**config.mk**
```make
export PLATFORM = sky130hd
export DESIGN_NAME = aes_round_sched
export DESIGN_NICKNAME = d
export VERILOG_FILES = /design/src/rtl/aes_round_sched.sv
export SDC_FILE = /design/constraint.sdc
export NUM_CORES = 1
export LEC_CHECK = 0
export BUFFER_PORTS_ARGS = -buffer_cell sky130_fd_sc_hd__buf_2
export CAP_MARGIN = 15
export CORE_AREA = 2 2 207 209
export CTS_CLUSTER_SIZE = 20
export DETAILED_ROUTE_END_ITERATION = 8
export DIE_AREA = 0 0 209 211
export PLACE_DENSITY = 0.56
export SLEW_MARGIN = 20
export SYNTH_ARGS = -nofsm -noshare
export SYNTH_HDL_FRONTEND = slang
export SYNTH_SLANG_ARGS = --single-unit
```
**constraint.sdc**
```tcl
create_clock -name clk -period 1.9 [get_ports clk]
set_input_delay 0.285 -clock clk [delete_from_list [all_inputs] [get_ports clk]]
set_output_delay 0.285 -clock clk [all_outputs]
set_load 0.02 [all_outputs]
```
**src/rtl/aes_round_sched.sv**
```systemverilog
// Round sequencer for an iterative AES core: feeds one block through NR passes of a
// shared round datapath, with a per-round response timeout.
module aes_round_sched #(
    parameter int DATA_W  = 128,
    parameter int NR      = 10,
    parameter int TIMEOUT = 15
) (
    input  logic              clk,
    input  logic              reset,
    input  logic              start,
    input  logic [DATA_W-1:0] data_in,
    output logic              busy,
    output logic              dp_valid_out,
    output logic [DATA_W-1:0] dp_data_out,
    output logic [3:0]        dp_round,
    output logic              dp_final,
    input  logic              dp_valid_in,
    input  logic [DATA_W-1:0] dp_data_in,
    output logic              valid_out,
    output logic [DATA_W-1:0] data_out,
    output logic              err
);

    localparam logic [1:0] S_IDLE  = 2'd0;
    localparam logic [1:0] S_ISSUE = 2'd1;
    localparam logic [1:0] S_WAIT  = 2'd2;
    localparam logic [1:0] S_DONE  = 2'd3;

    localparam logic [3:0] LP_NR      = 4'(NR);
    localparam logic [7:0] LP_TO_LAST = 8'(TIMEOUT - 1);

    logic [1:0]        r_state;
    logic [DATA_W-1:0] r_data;
    logic [DATA_W-1:0] r_data_out;
    logic [3:0]        r_round;
    logic [7:0]        r_tcnt;
    logic              r_valid_out;
    logic              r_err;

    logic w_last_round;
    logic w_expire;

    assign w_last_round = (r_round == LP_NR);
    assign w_expire     = (r_tcnt == LP_TO_LAST);

    // A response in the final silent WAIT cycle takes priority over the timeout.
    always_ff @(posedge clk or negedge reset) begin
        if (!reset) begin
            r_state     <= S_IDLE;
            r_data      <= '0;
            r_data_out  <= '0;
            r_round     <= 4'd0;
            r_tcnt      <= 8'd0;
            r_valid_out <= 1'b0;
            r_err       <= 1'b0;
        end else begin
            r_valid_out <= 1'b0;
            r_err       <= 1'b0;
            case (r_state)
                S_IDLE: begin
                    if (start) begin
                        r_data  <= data_in;
                        r_round <= 4'd1;
                        r_state <= S_ISSUE;
                    end
                end
                S_ISSUE: begin
                    r_tcnt  <= 8'd0;
                    r_state <= S_WAIT;
                end
                S_WAIT: begin
                    if (dp_valid_in) begin
                        r_data <= dp_data_in;
                        if (w_last_round) begin
                            r_state <= S_DONE;
                        end else begin
                            r_round <= r_round + 4'd1;
                            r_state <= S_ISSUE;
                        end
                    end else if (w_expire) begin
                        r_err   <= 1'b1;
                        r_round <= 4'd0;
                        r_tcnt  <= 8'd0;
                        r_state <= S_IDLE;
                    end else begin
                        r_tcnt <= r_tcnt + 8'd1;
                    end
                end
                S_DONE: begin
                    r_valid_out <= 1'b1;
                    r_data_out  <= r_data;
                    r_round     <= 4'd0;
                    r_state     <= S_IDLE;
                end
                default: begin
                    r_state <= S_IDLE;
                end
            endcase
        end
    end

    assign busy         = (r_state != S_IDLE);
    assign dp_valid_out = (r_state == S_ISSUE);
    assign dp_data_out  = r_data;
    assign dp_round     = r_round;
    assign dp_final     = w_last_round;
    assign valid_out    = r_valid_out;
    assign data_out     = r_data_out;
    assign err          = r_err;

endmodule

```
==> results_dict.tcl <==
set metrics [dict create \
    hold_violations 0 \
    first_pass_iters 6 \
    tns_ns 0 \
    layout.nets 2041 \
    avgSynthCellArea_um2 10.7 \
    grt_pass1_wl_mm 62.2 \
    clk_pin_slew_ns 0.06 \
    setup_viol 0 \
    pin_count 525 \
    crit_required_ns 1.62 \
    grt_overflow 0 \
    die_width_um 209 \
    syn_area_um2 11400 \
    layout_common_cells "buf_2, dfrtp_1, nand2_1" \
    leakagePower_nw 8.37 \
    hold_path_class "in2reg" \
    viasPerCell 4.69 \
    wire_per_inst_um 17.2 \
    worst_ir_drop_vdd_v 0.000831 \
    crit_fanout 7 \
    clock_sinks 272 \
    fillers 3995 \
    synthToLayoutAreaGrowth_pct 56.5 \
    finalPower_mw 31.7 \
    routed_wl_mm 40.3 \
    synth_edf_count 0 \
    ys_ff_latch 272 \
    tightest_slew_ns 0.527 \
    crit_type "reg2out" \
    core_um2 41800 \
    numCtsBuffers 34 \
    drv_slew 0 \
    cts-root-buf "clkbuf_16" \
    post-dp-hpwl_mm 28.9 \
    final_common_cell "buf_2" \
    synth_top_flop_cell "dfrtp_1" \
    fp.dieH_um 211 \
    syn_nets 1330 \
    clock.fmax_ghz 0.552 \
    outcome "finished clean" \
    slew_headroom_pct 64.5 \
    rsz0062_at_grt "false" \
    numPortBuffers 524 \
    synthArstFlopShare_pct 100 \
    clock_latency_ns 0.52 \
    yosys_warnings 0 \
    max-cap-violations 0 \
    htree_levels 2 \
    grt_antenna_before_repair 4 \
    grt_start_max_net_pins 61 \
    ys_seq_area_share_pct 59.7 \
    vias 11000 \
    start_kind "flop" \
    worstSetupEndpointType "output pin" \
    netlist_instances 1066 \
    initial_core_util_pct 27.3 \
    drc 0 \
    rows 75 \
    place_congestion 0.877 \
    worstPathArrival_ns 1.53 \
    grt_use_total_pct 17.8 \
    clockBufferDepth 3 \
    fin_crit_sh_pct 95.4 \
    drive_above_1_share_pct 42.7 \
    cts_tree "yes" \
    ys_types 40 \
    fin_skew_ns 0.0105 \
    drtIter0Drc 798 \
    powerDensity_nw_per_um2 1780 \
    ant_nets 0 \
    dieArea_um2 44100 \
    period_minus_slack_ns 1.81 \
    grt_pass1_vias 11100 \
]
## metal layers
metal  track usage, %  wire length (um)  part of all wire [%]
met1             21.4             16200                    40
met2             29.9             19700                    49
met3             5.10              2900                   7.2
met4             7.56              1520                   3.8
met5                0                13                 0.032
## worst max-delay path: stages (launching register included)
cell and delay [ns]:
dfrtp_2 0.45, buf_6 0.16, nand2b_1 0.09, inv_1 0.11, buf_2 0.19
## state kept, by name, summed over array words and instances (netlist names)
register / cells
data_out: 128
dp_data_out: 128
dp_round: 4
err: 1
r_state: 2
r_tcnt: 8
valid_out: 1
## cell usage after synthesis, types with 2 or more instances
library cell | n | share of area [%]
dfrtp_1 | 272 | 60
nand2_1 | 265 | 8.7
a31oi_1 | 134 | 7.4
nor2_1 | 133 | 4.4
mux2_2 | 128 | 13
buf_2 | 50 | 2.2
buf_4 | 16 | 1.1
o21ai_0 | 9 | 0.40
inv_1 | 7 | 0.23
clkbuf_1 | 5 | 0.16
ha_1 | 4 | 0.44
nand2b_1 | 4 | 0.22
a21oi_1 | 3 | 0.13
and3_1 | 3 | 0.16
nand3_1 | 3 | 0.13
nor3_1 | 3 | 0.13
buf_6 | 2 | 0.20
nand3b_1 | 2 | 0.13
o21ai_1 | 2 | 0.088
## layout make-up
cell class                      count  area (um2)  area share (%)
Tap cell                          539         674            3.78
Antenna cell                        4        10.0          0.0561
Sequential cell                   272        6810            38.2
Clock buffer                       53        1060            5.92
Multi-Input combinational cell    712        4170            23.4
Clock inverter                      8         103           0.575
Timing Repair Buffer              750        4990            28.0
Inverter                            7        26.3           0.147
## power breakdown
group | leakage, nW | total (mW) | switching, mW | internal, mW
clock | 0.562 | 6.60 | 2.50 | 4.10
sequential | 3.09 | 10.7 | 2.05 | 8.68
combinational | 4.71 | 14.4 | 8.74 | 5.65
total | 8.37 | 31.7 | 13.3 | 18.4
## worst paths after layout
kind,start,slack [ns],to,cells after the start
hold / removal,dp_data_in[100],0.03,dp_data_out[100],3
setup reg to reg,r_state[1],0.17,data_out[14],4
hold reg to reg,data_out[124],0.50,data_out[124],1
min in group asynchronous,reset,0.28,valid_out,2
setup / recovery,r_state[0],0.09,dp_valid_out,4
max in group asynchronous,reset,0.92,data_out[66],4
## through the flow
stage	utilization, %	instances	hold slack [ns]	area, um2	setup slack [ns]
4_1_cts	42.6	2337	0.00000161	17800	0.00334
3_5_place_dp	35.7	2103	0.233	14900	0.0970
5_1_grt	42.7	2343	0.00690	17800	0.00367
3_3_place_gp	35.7	2103	0.229	14900	0.175
2_1_floorplan	-	1066	-0.0106	11400	0.459
6_report	42.7	2345	0.0275	17800	0.0876
## kinds of logic after synthesis
logic type | share of synthesized area [%]
adder cells (fa/ha/maj) | 0.439
AND/OR/NAND/NOR | 14.6
flip-flops | 59.7
multiplexers | 12.7
AO/OA/AOI/OAI | 8.63
buffers and inverters | 3.92
## what timing repair did
action | 4_1_cts | 5_1_grt
hold endpoints to repair | 140 | 0
hold buffers | 172 | 0
setup endpoints to repair | 3 | 2
resized for setup | 6 | 1
buffers inserted | 1 | 4
Note: power is estimated with default switching activity, not from simulation.
